[src/rtl/mux2_rr_arbiter.sv]
// Round-robin arbiter for two packet requesters sharing one 2:1 data mux.
// The grant is held for a whole packet; beats leave through a one-entry registered output slot.
module mux2_rr_arbiter #(
    parameter int unsigned WIDTH     = 8,
    parameter int unsigned MAX_BEATS = 16,
    parameter int unsigned CNT_W     = 5
) (
    input  logic             clk,
    input  logic             rst,
    input  logic             a_valid,
    input  logic [WIDTH-1:0] a_data,
    input  logic             a_last,
    output logic             a_ready,
    input  logic             b_valid,
    input  logic [WIDTH-1:0] b_data,
    input  logic             b_last,
    output logic             b_ready,
    output logic             y_valid,
    output logic [WIDTH-1:0] y_data,
    output logic             y_last,
    input  logic             y_ready,
    output logic             sel,
    output logic             busy,
    output logic             err_overrun
);

    localparam logic [1:0] S_IDLE    = 2'd0;
    localparam logic [1:0] S_GRANT_A = 2'd1;
    localparam logic [1:0] S_GRANT_B = 2'd2;

    localparam logic [CNT_W-1:0] LAST_CNT = CNT_W'(MAX_BEATS - 1);

    logic [1:0]       state;
    logic [1:0]       state_nxt;
    logic             prio;
    logic [CNT_W-1:0] beat_cnt;

    logic             slot_free;
    logic             accept;
    logic             cur_last;
    logic [WIDTH-1:0] cur_data;
    logic             forced;
    logic             pkt_end;

    // Ready depends on the downstream handshake this cycle, so it stays combinational.
    assign slot_free = !y_valid || y_ready;
    assign a_ready   = (state == S_GRANT_A) && slot_free;
    assign b_ready   = (state == S_GRANT_B) && slot_free;

    assign accept   = (a_valid && a_ready) || (b_valid && b_ready);
    assign cur_last = (state == S_GRANT_B) ? b_last : a_last;
    assign cur_data = (state == S_GRANT_B) ? b_data : a_data;
    assign forced   = accept && !cur_last && (beat_cnt == LAST_CNT);
    assign pkt_end  = accept && (cur_last || forced);

    // Next-state: one arbitration cycle in IDLE, grant held until the packet ends.
    always_comb begin
        state_nxt = state;
        case (state)
            S_IDLE: begin
                if (a_valid && (!b_valid || !prio)) begin
                    state_nxt = S_GRANT_A;
                end else if (b_valid) begin
                    state_nxt = S_GRANT_B;
                end
            end
            S_GRANT_A, S_GRANT_B: begin
                if (pkt_end) begin
                    state_nxt = S_IDLE;
                end
            end
            default: state_nxt = S_IDLE;
        endcase
    end

    always_ff @(posedge clk or posedge rst) begin
        if (rst) begin
            state <= S_IDLE;
            sel   <= 1'b0;
            busy  <= 1'b0;
        end else begin
            state <= state_nxt;
            sel   <= (state_nxt == S_GRANT_B);
            busy  <= (state_nxt != S_IDLE);
        end
    end

    // Round-robin priority and per-packet beat count.
    always_ff @(posedge clk or posedge rst) begin
        if (rst) begin
            prio        <= 1'b0;
            beat_cnt    <= '0;
            err_overrun <= 1'b0;
        end else begin
            if (pkt_end) begin
                prio     <= (state == S_GRANT_A);
                beat_cnt <= '0;
            end else if (accept) begin
                beat_cnt <= beat_cnt + CNT_W'(1);
            end
            if (forced) begin
                err_overrun <= 1'b1;
            end
        end
    end

    // Output slot: load on accept, drain on downstream handshake.
    always_ff @(posedge clk or posedge rst) begin
        if (rst) begin
            y_valid <= 1'b0;
            y_data  <= '0;
            y_last  <= 1'b0;
        end else if (accept) begin
            y_valid <= 1'b1;
            y_data  <= cur_data;
            y_last  <= cur_last || forced;
        end else if (y_ready) begin
            y_valid <= 1'b0;
        end
    end

endmodule

[config.mk]
export PLATFORM = sky130hd
export DESIGN_NAME = mux2_rr_arbiter
export DESIGN_NICKNAME = d
export VERILOG_FILES = /design/src/rtl/mux2_rr_arbiter.sv
export SDC_FILE = /design/constraint.sdc
export NUM_CORES = 1
export LEC_CHECK = 0
export BUFFER_PORTS_ARGS = -buffer_cell sky130_fd_sc_hd__buf_2
export CORE_ASPECT_RATIO = 1.4
export CORE_MARGIN = 8
export CORE_UTILIZATION = 48
export DETAILED_ROUTE_END_ITERATION = 16
export PLACE_DENSITY = 0.84
export SETUP_SLACK_MARGIN = 0.4
export SLEW_MARGIN = 10
export SYNTH_ARGS = -nofsm -noshare
export SYNTH_HDL_FRONTEND = slang
export SYNTH_SLANG_ARGS = --single-unit
[constraint.sdc]
create_clock -name clk -period 2.31 [get_ports clk]
set_input_delay 0.693 -clock clk [delete_from_list [all_inputs] [get_ports clk]]
set_output_delay 0.693 -clock clk [all_outputs]
set_load 0.03 [all_outputs]
==> key figures, run 1 <==
Synthesis
  • Synth area leaders: dfrtp_1, mux2i_1, ha_1, nand2_1, o21ai_0
  • Netlist cell types: 32
  • Yosys top cell by area: dfrtp_1
  • Synth Area in Adders: 0.0688
  • Synthesized cell area: 1090 um2
  • Post-synthesis xor/xnor area fraction: 0
  • Gate Count Post-Synth: 102
  • Top-area cell type share of the netlist area: 0.482
  • Simple-Gate Fraction of Synth Area: 0.141
  • Syn nets: 131
  • #FFs+latches synth: 21
  • Main combinational cell family by area after synthesis: compound AO/OA/AOI/OAI gates
  • Synth warn: 0
  • Register area share after synthesis: 0.482
  • Syn_area_per_cell: 10.7 um2
  • Multiplexer share of the synthesized area: 0.0975
  • Compound-cell area share of the yosys netlist: 0.164

Power
  • Pwr dens: 1310 nW/um2
  • Leakage: 0.747 nW
  • Peak supply drop: 642 uV

CTS
  • Clock Latency Late Sink: 300 ps
  • H-tree depth: 1
  • CTS tree: yes
  • Max clock buf depth: 2
  • CTS root buffer: clkbuf_4
  • CTS buffer count: 3
  • Cts hold-fix bufs: 0
  • Reg clk slew, reported paths: 110 ps
  • Sink Count: 21

Critical path
  • Crit path DAT: 1260 ps
  • Largest stage delay on the critical path: 450 ps
  • Critical path's slowest cell: dfrtp_1
  • FF-to-FF End: sel
  • Worst-path fanout max: 3
  • Worst R2R Path Depth: 7
  • Worst Path Buf+Inv: 2
  • Worst setup EP type: output port
  • Setup CP Type: flop to output port
  • WP data required: 1620 ps
  • Worst path top cell family by delay: flip-flops
  • R2r setup slk: 460 ps
  • Crit-path cells: inv_2 > ha_4 > and2_4 > buf_6
  • CP Launch Type: flop
  • FF-to-FF Start: state[0]

Timing
  • RSZ-0062 raised after global routing: true
  • Layout Skew: 1.51 ps
  • Final Max Tran Viols: 0
  • FMAX: 513 MHz
  • Crit path time final: 1950 ps
  • Worst Tran Pin Value: 383 ps
  • Hold slack final: 413 ps
  • Setup violations, final: 0
  • Slew HR: 0.745
  • Final worst path period share: 0.844
  • Fin. Hold Viols: 0
  • Setup tns final: 0 ps

Cells and area
  • Commonest non-fill, non-tap cells in the layout: buf_2, dfrtp_1, buf_4
  • ANT cells: 0
  • FF/Latch Area: 527 um2
  • Area Growth Syn to Fin: 33.8%
  • Final nets: 184
  • Layout cells sized above 1: 0.461
  • Fill count: 161
  • Commonest non-fill, non-tap cell in the layout: buf_2
  • Multi-input logic area: 551 um2

Routing
  • Routed len/inst: 15.4 um
  • Via Count: 959
  • Total Wirelength: 2720 um
  • Initial DRT Pass Iterations: 4
  • Vias per Instance: 5.45
  • DR iter-0 viols: 11
  • DRC: 0
  • Antenna-violating nets left: 0

Place
  • IO Port Bufs: 37
  • GP Congestion: 0.809
  • DPL Wire Length: 1980 um

Die
  • Starting Density: 0.507
  • Core area: 2150 um2
  • Top-Level Pins: 38
  • Rows: 20
  • Die X: 56.3 um
  • Die H: 72.4 um
  • DIE AREA: 4080 um2

Global route
  • Grt ovf: 0
  • First-pass GRT wire length: 4620 um
  • GRT Util Overall: 0.139
  • Largest net degree at the start of global routing: 22
  • Initial antenna violation count: 0
  • Vias in the first global route: 1062

Min path
  • Hold Crit Class: primary input to async pin

Status
  • Status: complete, no violations

Flow run
  • Max Cap Viol: 0
-- where the power goes --
part | internal [mW] | total, mW | switching, mW | leakage (nW)
Clock | 0.0672 | 0.174 | 0.107 | 0.0150
Sequential | 0.525 | 0.625 | 0.100 | 0.263
Combinational | 0.467 | 1.11 | 0.643 | 0.468
Total | 1.06 | 1.91 | 0.850 | 0.747
-- routing by layer --
metal	wire, um	track usage	vias up
met5	0	0	-
met4	66	0.0777	0
met3	187	0.0471	8
met2	1520	0.258	33
met1	947	0.129	460
li1	-	-	458
-- metrics by stage --
stage / total power, mW / instance area (um2) / setup WS, ps / utilization / instances
3_5_place_dp: 1.55 / 1300 / 293 / 0.605 / 161
4_1_cts: 1.88 / 1440 / 362 / 0.671 / 174
5_1_grt: 2.05 / 1460 / 324 / 0.678 / 176
3_3_place_gp: 1.50 / 1300 / 324 / 0.605 / 161
2_1_floorplan: 1.31 / 1090 / 404 / - / 102
6_report: 1.91 / 1460 / 361 / 0.678 / 176
-- worst max path at each step --
stage | startpoint | end | slack (ps) | depth (start not counted)
after floorplan | y_ready | a_ready | 400 | 2
after global placement | y_ready | a_ready | 320 | 4
after detailed placement | y_ready | b_ready | 290 | 4
after CTS | state[1] | a_ready | 360 | 4
after global routing | state[0] | b_ready | 320 | 4
final | state[0] | b_ready | 360 | 4
-- state kept, by name, indices dropped and copies added, names as in the netlist --
name	flops
beat_cnt	5
y_last	1
y_data	8
busy	1
prio	1
state	2
err_overrun	1
y_valid	1
sel	1
-- worst min-delay path: cells and delay by family --
family | cells | cell delay, ps
buf+inv | 3 | 420
-- area by class of cell --
cell class / instances / area share
Multi-Input combinational cell: 72 / 0.377
Sequential cell: 21 / 0.361
Timing Repair Buffer: 52 / 0.213
Tap cell: 22 / 0.0189
Clock buffer: 4 / 0.0180
Inverter: 5 / 0.0129
-- synthesized netlist by cell type --
cell type  count
buf_6          2
and2_2         1
nand2b_1       1
nor3_1         1
ha_1           6
mux2_4         1
a22o_4         1
a21oi_1        1
and2_4         1
o211ai_4       1
and3_1         1
nor2_1         4
o211ai_1       1
a22o_1         1
o22ai_1        1
o2bb2ai_1      1
dfrtp_1       21
nand3_1        3
o21ai_1        7
nand2_1       14
or2_2          1
nand2_2        2
buf_2          2
mux2i_1        8
o21a_1         1
inv_1          5
a31o_1         1
a32oi_1        2
and2_1         1
mux2_1         1
nor3b_2        1
o21ai_0        7
-- cell families (layout without fill, tap and decap cells) --
family / count (synthesis) / in the layout
compound gates: 25 / 25
fa+ha+maj: 6 / 6
buf+inv: 9 / 61
flops: 21 / 21
mux: 10 / 10
simple gates: 31 / 31
-- what timing repair did --
action / CTS / global route
pin swaps: 2 / 0
setup endpoints to repair: 2 / 2
gates cloned: 0 / 0
buffers inserted: 9 / 2
gates resized for setup: 13 / 1
Power figures use the tool's default switching activity.
==> inputs of run 2 (changes only) <==
- ABC_AREA: unset -> 1
- CORE_UTILIZATION: 48 -> 50
- PLACE_DENSITY: 0.84 -> 0.85
- clock period: 2.31 -> 1.9 ns (I/O delays scaled with it)
==> run 2 against run 1 <==
Compared with the run above:
- the flow now finishes with violations (setup timing)
- critical path type unchanged
- worst hold slack worse by 160 ps
- clock power grew 33%
- worst setup slack worse by 380 ps
- sequential power is 34% higher
==> key figures, run 2 <==
CTS
  • CTS tree: yes (unchanged)
  • Sink Count: 21 (unchanged)
  • Cts hold-fix bufs: 0 (unchanged)
  • H-tree depth: 1 (unchanged)
  • CTS buffer count: 3 (unchanged)
  • CTS root buffer: clkbuf_4 (unchanged)
  • Reg clk slew, reported paths: 120 ps (was 110 ps)
  • Clock Latency Late Sink: 330 ps (was 300 ps)
  • Max clock buf depth: 2 (unchanged)

Critical path
  • WP data required: 1330 ps (was 1620 ps)
  • FF-to-FF End: y_data[2] (was sel)
  • CP Depth: 5 (was 4)
  • Largest stage delay on the critical path: 450 ps (about the same)
  • Worst setup EP type: output port (unchanged)
  • Critical path's slowest cell: dfrtp_2 (was dfrtp_1)
  • Worst path top cell family by delay: flip-flops (unchanged)
  • Worst Path Buf+Inv: 3 (was 2)
  • Crit-path cells: inv_2 > ha_4 > inv_6 > a21oi_4 > buf_6 (was inv_2 > ha_4 > and2_4 > buf_6)
  • FF-to-FF Start: state[0] (unchanged)
  • Crit path DAT: 1350 ps (was 1260 ps)
  • CP Launch Type: flop (unchanged)
  • Worst R2R Path Depth: 10 (was 7)
  • Setup CP Type: flop to output port (unchanged)
  • R2r setup slk: 150 ps (was 460 ps)
  • Worst-path fanout max: 10 (was 3)

Power
  • Comb pwr share: 0.674 (was 0.581)
  • Final Total Pwr: 3.28 mW (was 1.91 mW)
  • Pwr dens: 1660 nW/um2 (was 1310 nW/um2)
  • Pint: 1.66 mW (was 1.06 mW)
  • Clock share of power: 0.070 (was 0.091)
  • Seq pwr share: 0.256 (was 0.327)
  • Net Sw Power: 1.61 mW (was 850 uW)
  • Peak supply drop: 1140 uV (was 642 uV)
  • Sw frac: 0.493 (was 0.445)
  • Leakage: 0.929 nW (was 0.747 nW)

Timing
  • FMAX: 522 MHz
  • Worst Tran Pin Value: 337 ps (was 383 ps)
  • Crit path time final: 1920 ps
  • RSZ-0062 raised after global routing: true (unchanged)
  • Layout Skew: 2.24 ps (was 1.51 ps)
  • Final worst path period share: 1.01
  • Setup violations, final: 2 (was 0)
  • Worst setup margin: -17.3 ps (was 361 ps)
  • Final Max Tran Viols: 0 (unchanged)
  • Slew HR: 0.774 (was 0.745)
  • Fin. Hold Viols: 0 (unchanged)
  • Setup tns final: -29.7 ps (was 0 ps)

Place
  • GP Congestion: 0.788 (was 0.809)
  • Place WS: 168 ps (was 293 ps)
  • DPL Wire Length: 1960 um (was 1980 um)
  • IO Port Bufs: 37 (unchanged)
  • Placed cells: 188 (was 161)
  • DP Area: 1430 um2 (was 1300 um2)

Cells and area
  • Fill count: 106 (was 161)
  • Top reg by flops: y_data (unchanged)
  • Area Growth Syn to Fin: 62.2% (was 33.8%)
  • Commonest non-fill, non-tap cell in the layout: nand2_1 (was buf_2)
  • Final nets: 221 (was 184)
  • Commonest non-fill, non-tap cells in the layout: nand2_1, buf_2, dfrtp_1 (was buf_2, dfrtp_1, buf_4)
  • Biggest regs: y_data x8, beat_cnt x5, state x2 (unchanged)
  • Layout cells sized above 1: 0.649 (was 0.461)
  • Fin cells: 214 (was 176)
  • ANT cells: 0 (unchanged)
  • Cell area after layout: 1970 um2 (was 1460 um2)
  • Largest register FFs: 8 (unchanged)

Min path
  • Hold Crit Class: primary input to async pin (unchanged)

Synthesis
  • Gate Count Post-Synth: 129 (was 102)
  • Syn_area_per_cell: 9.42 um2 (was 10.7 um2)
  • Synth area leaders: dfrtp_1, nand2_1, a31oi_2, ha_1, nor2_2 (was dfrtp_1, mux2i_1, ha_1, nand2_1, o21ai_0)
  • Post-synth ARST share: 1.00 (unchanged)
  • Syn nets: 158 (was 131)
  • #FFs+latches synth: 21 (unchanged)
  • Synth warn: 0 (unchanged)
  • Top-area cell type share of the netlist area: 0.433 (was 0.482)
  • Synthesized cell area: 1210 um2 (was 1090 um2)
  • Most common library cells after synthesis: nand2_1, dfrtp_1, inv_1 (was dfrtp_1, nand2_1, mux2i_1)
  • Cell with the most instances after synthesis: nand2_1 (was dfrtp_1)
  • Netlist cell types: 23 (was 32)
  • Number of flops mapped to enable cells by yosys: 0 (unchanged)
  • Predominant post-synthesis flop cell: dfrtp_1 (unchanged)
  • Register area share after synthesis: 0.433 (was 0.482)
  • Yosys top cell by area: dfrtp_1 (unchanged)

Global route
  • Vias in the first global route: 1149 (was 1062)
  • First-pass GRT wire length: 5220 um (was 4620 um)
  • Initial antenna violation count: 0 (unchanged)
  • Grt ovf: 0 (unchanged)
  • Largest net degree at the start of global routing: 22 (unchanged)
  • GRT Util Overall: 0.158 (was 0.139)

Routing
  • Via Count: 1209 (was 959)
  • DRC: 0 (unchanged)
  • Antenna-violating nets left: 0 (unchanged)
  • Total Wirelength: 4420 um (was 2720 um)
  • DR iter-0 viols: 84 (was 11)
  • Routed len/inst: 20.6 um (was 15.4 um)
  • Vias per Instance: 5.65 (was 5.45)
  • Initial DRT Pass Iterations: 4 (unchanged)

Flow run
  • Max Cap Viol: 0 (unchanged)

Status
  • Violated checks: setup timing
  • Status: finished with violations (was complete, no violations)

Die
  • Top-Level Pins: 38 (unchanged)
  • Die H: 74.3 um (was 72.4 um)
  • DIE AREA: 4290 um2 (was 4080 um2)
  • Die X: 57.7 um (was 56.3 um)
  • Starting Density: 0.520 (was 0.507)
  • Core area: 2340 um2 (was 2150 um2)
  • Rows: 21 (was 20)
[run 2: worst max path at each step]
| stage | to | slack [ps] | from |
|---|---|---|---|
| CTS | a_ready | 20 | state[1] |
| floorplan | a_ready | 380 | state[1] |
| global route | a_ready | -60 | state[1] |
| finish | b_ready | -20 | state[0] |
| global placement | b_ready | 220 | state[0] |
| detailed placement | busy | 170 | state[0] |
[run 2: power by group through the flow]
| stage | clock (mW) | sequential [mW] | combinational, mW |
|---|---|---|---|
| 2_1_floorplan | 0 | 1.00 | 0.804 |
| 6_report | 0.231 | 0.838 | 2.21 |
| 3_5_place_dp | 0 | 0.781 | 1.28 |
| 4_1_cts | 0.219 | 0.778 | 1.57 |
| 3_3_place_gp | 0 | 0.766 | 1.24 |
| 5_1_grt | 0.247 | 0.844 | 2.35 |
[run 2: cell type report]
class,instances,area [um2],area share
Multi-Input combinational cell,90,846,0.429
Sequential cell,21,529,0.269
Timing Repair Buffer,59,453,0.230
Inverter,17,86.3,0.0438
Tap cell,23,28.8,0.0146
Clock buffer,3,22.5,0.0114
Clock inverter,1,5.00,0.00254
[run 2: what timing repair did]
| action | in CTS | in global routing |
|---|---|---|
| setup endpoints to repair | 24 | 32 |
| resized for setup | 17 | 70 |
| cloned | 1 | 1 |
| buffers inserted | 11 | 9 |
| pin swaps | 2 | 6 |
| endpoints found under the hold margin | 0 | 0 |
[run 2: cell families (layout without fill, tap and decap cells)]
kind of cell	count (synthesis)	count (layout)	synth area share
DFF	21	21	0.433
and+or+nand+nor	62	64	0.277
buffers and inverters	20	80	0.0875
adders and majority gates	6	6	0.0618
AOI/OAI and AO/OA	20	20	0.141
[run 2: layer usage]
layer	vias to the layer above	share of wire	routed length, um	global-route usage
li1	532	-	-	-
met1	581	0.34	1500	0.154
met2	69	0.51	2240	0.279
met3	27	0.098	431	0.0640
met4	0	0.057	250	0.0902
met5	-	0	0	0
[run 2: metrics by stage]
step | hold WS (ps) | util
3_3_place_gp | 453 | 0.611
3_5_place_dp | 457 | 0.611
2_1_floorplan | 442 | -
4_1_cts | 278 | 0.696
5_1_grt | 272 | 0.843
6_report | 255 | 0.843
[run 2: worst register-to-register path, stage by stage (launching register included)]
cell and delay [ps]:
dfrtp_2 450, inv_2 90, ha_4 170, buf_6 90
buf_6 100, buf_6 120, nand3_4 120, nand2_8 160
buf_12 170, nor2_4 40, a31oi_2 160
==> inputs of run 3 (changes only) <==
- MAX_ROUTING_LAYER: unset -> met4
- PLACE_DENSITY: 0.85 -> 0.75
==> run 3 against run 2 <==
Compared with the run above:
- the run now ends clean
- cell count is 2.8% higher
- largest power group unchanged
- critical endpoint is now a_ready
- clock power hardly changed
- clock skew is 17 ps higher
- sequential cell count stayed put
- worst hold slack better by 53 ps
- count of clock-buffer cells in the layout is 1 higher
- highest routed layer unchanged
==> key figures, run 3 (synthesized netlist as in run 2, its figures left out) <==
CTS
  • H-tree depth: 1 (unchanged)
  • CTS root buffer: clkbuf_4 (unchanged)
  • Max clock buf depth: 2 (unchanged)
  • Reg clk slew, reported paths: 140 ps (was 120 ps)
  • Sink Count: 21 (unchanged)
  • Clock Latency Late Sink: 320 ps (was 330 ps)
  • Cts hold-fix bufs: 0 (unchanged)
  • CTS tree: yes (unchanged)
  • CTS buffer count: 3 (unchanged)

Cells and area
  • Biggest regs: y_data x8, beat_cnt x5, state x2 (unchanged)
  • Multi-input logic area: 744 um2 (was 846 um2)
  • Commonest non-fill, non-tap cell in the layout: nand2_1 (unchanged)
  • Final nets: 227 (was 221)
  • Largest register FFs: 8 (unchanged)
  • Fin cells: 220 (was 214)
  • Top reg by flops: y_data (unchanged)
  • Core Util, Final: 0.821 (was 0.843)
  • Layout cells sized above 1: 0.614 (was 0.649)
  • Area Growth Syn to Fin: 58.1% (was 62.2%)
  • Commonest non-fill, non-tap cells in the layout: nand2_1, buf_2, dfrtp_1 (unchanged)
  • Cell area after layout: 1920 um2 (was 1970 um2)
  • FF/Latch Area: 528 um2 (was 529 um2)
  • Fill count: 123 (was 106)
  • ANT cells: 0 (unchanged)

Timing
  • Fin. Hold Viols: 0 (unchanged)
  • Hold slack final: 308 ps (was 255 ps)
  • Final worst path period share: 0.996 (was 1.01)
  • RSZ-0062 raised after global routing: true (unchanged)
  • Slew HR: 0.824 (was 0.774)
  • Worst setup margin: 7.10 ps (was -17.3 ps)
  • Setup violations, final: 0 (was 2)
  • FMAX: 528 MHz (was 522 MHz)
  • Final Max Tran Viols: 0 (unchanged)
  • Layout Skew: 19.2 ps (was 2.24 ps)
  • Worst Tran Pin Value: 264 ps (was 337 ps)
  • Crit path time final: 1890 ps (was 1920 ps)

Critical path
  • Worst-path fanout max: 3 (was 10)
  • Crit-path cells: inv_2 > ha_4 > a21boi_4 > buf_6 (was inv_2 > ha_4 > inv_6 > a21oi_4 > buf_6)
  • Largest stage delay on the critical path: 470 ps (was 450 ps)
  • Critical path's slowest cell: dfrtp_2 (unchanged)
  • Worst R2R Path Depth: 12 (was 10)
  • Worst setup EP type: output port (unchanged)
  • CP Depth: 4 (was 5)
  • Worst path top cell family by delay: flip-flops (unchanged)
  • Crit path DAT: 1320 ps (was 1350 ps)
  • Setup CP Type: flop to output port (unchanged)
  • WP data required: 1330 ps (about the same)
  • CP Launch Type: flop (unchanged)
  • Worst Path Buf+Inv: 2 (was 3)

Routing
  • Vias per Instance: 5.50 (was 5.65)
  • DR iter-0 viols: 38 (was 84)
  • Via Count: 1210 (was 1209)
  • Routed len/inst: 17.5 um (was 20.6 um)
  • Initial DRT Pass Iterations: 4 (unchanged)
  • DRC: 0 (unchanged)
  • Total Wirelength: 3850 um (was 4420 um)
  • Antenna-violating nets left: 0 (unchanged)

Global route
  • Vias in the first global route: 1089 (was 1149)
  • Largest net degree at the start of global routing: 22 (unchanged)
  • First-pass GRT wire length: 4770 um (was 5220 um)
  • GRT Util Overall: 0.145 (was 0.158)
  • Initial antenna violation count: 0 (unchanged)
  • Grt ovf: 0 (unchanged)

Place
  • IO Port Bufs: 37 (unchanged)
  • Place WS: 156 ps (was 168 ps)
  • DPL Wire Length: 1940 um (was 1960 um)
  • Placed cells: 188 (unchanged)
  • GP Congestion: 0.750 (was 0.788)
  • DP Area: 1430 um2 (unchanged)

Die
  • Top-Level Pins: 38 (unchanged)
  • Core area: 2340 um2 (unchanged)
  • Die X: 57.7 um (unchanged)
  • Starting Density: 0.520 (unchanged)
  • Die H: 74.3 um (unchanged)
  • DIE AREA: 4290 um2 (unchanged)
  • Rows: 21 (unchanged)

Power
  • Peak supply drop: 988 uV (was 1140 uV)
  • Pwr dens: 1600 nW/um2 (was 1660 nW/um2)
  • Leakage: 0.958 nW (was 0.929 nW)

Status
  • Status: complete, no violations (was finished with violations)

Flow run
  • Max Cap Viol: 0 (unchanged)

Min path
  • Hold Crit Class: primary input to async pin (unchanged)
-- run 3: changes by cell type in the layout (fill, tap and decap cells not counted), moves of 2 or more --
cell,previous run,this run
inv_1,9,11
nand2_1,28,32
nor2_2,1,4
nand2_8,5,2
inv_8,0,2
nand2_4,9,5
buf_6,14,17
nor2_4,8,5
nand2_2,5,9
-- run 3: worst reg2reg max path, cell delays in order (launching register included) --
cell and delay, ps:
dfrtp_1 420, inv_2 90, ha_4 170, buf_4 120, buf_6 90, buf_6 90
nand3_4 140, nand2_8 170, nand2_4 90, nand2_2 70, nand2_2 50, nand2_2 80
nand2_1 50
-- run 3: stage by stage --
| step | TNS (ps) | power (mW) |
|---|---|---|
| after floorplan | 0 | 1.81 |
| after global placement | 0 | 2.02 |
| after detailed placement | 0 | 2.06 |
| after CTS | 0 | 2.56 |
| after global routing | -72.7 | 3.26 |
| final | 0 | 3.08 |
-- run 3: worst paths after layout --
kind	end	slack, ps	from
setup / recovery	a_ready	7	state[1]
setup reg to reg	busy	170	state[0]
max in group asynchronous	err_overrun	1360	rst
min in group clk	err_overrun	490	err_overrun
hold reg to reg	err_overrun	490	err_overrun
hold / removal	y_data[5]	310	rst
-- run 3: cell type report --
class	instances	area share
timing repair buffer	64	0.266
clock buffer	4	0.0137
sequential	21	0.275
inverter	17	0.0423
tap	23	0.0150
multi-input combinational	91	0.388
-- run 3: routing by layer --
metal | GRT usage | vias to the layer above | wire length [um]
li1 | - | 554 | -
met5 | - | - | 0
met2 | 0.260 | 47 | 2060
met3 | 0.0363 | 8 | 235
met4 | 0.0574 | 0 | 85
met1 | 0.148 | 601 | 1480
-- run 3: timing repair --
item / CTS / global route
cloned: 1 / 2
endpoints found under the setup margin: 13 / 21
gates resized for setup: 14 / 49
buffers inserted: 13 / 12
pin swaps: 3 / 12
-- run 3: power by group --
part           switching [mW]  internal (mW)
clock                   0.147         0.0820
combinational            1.12          0.926
sequential              0.170          0.635
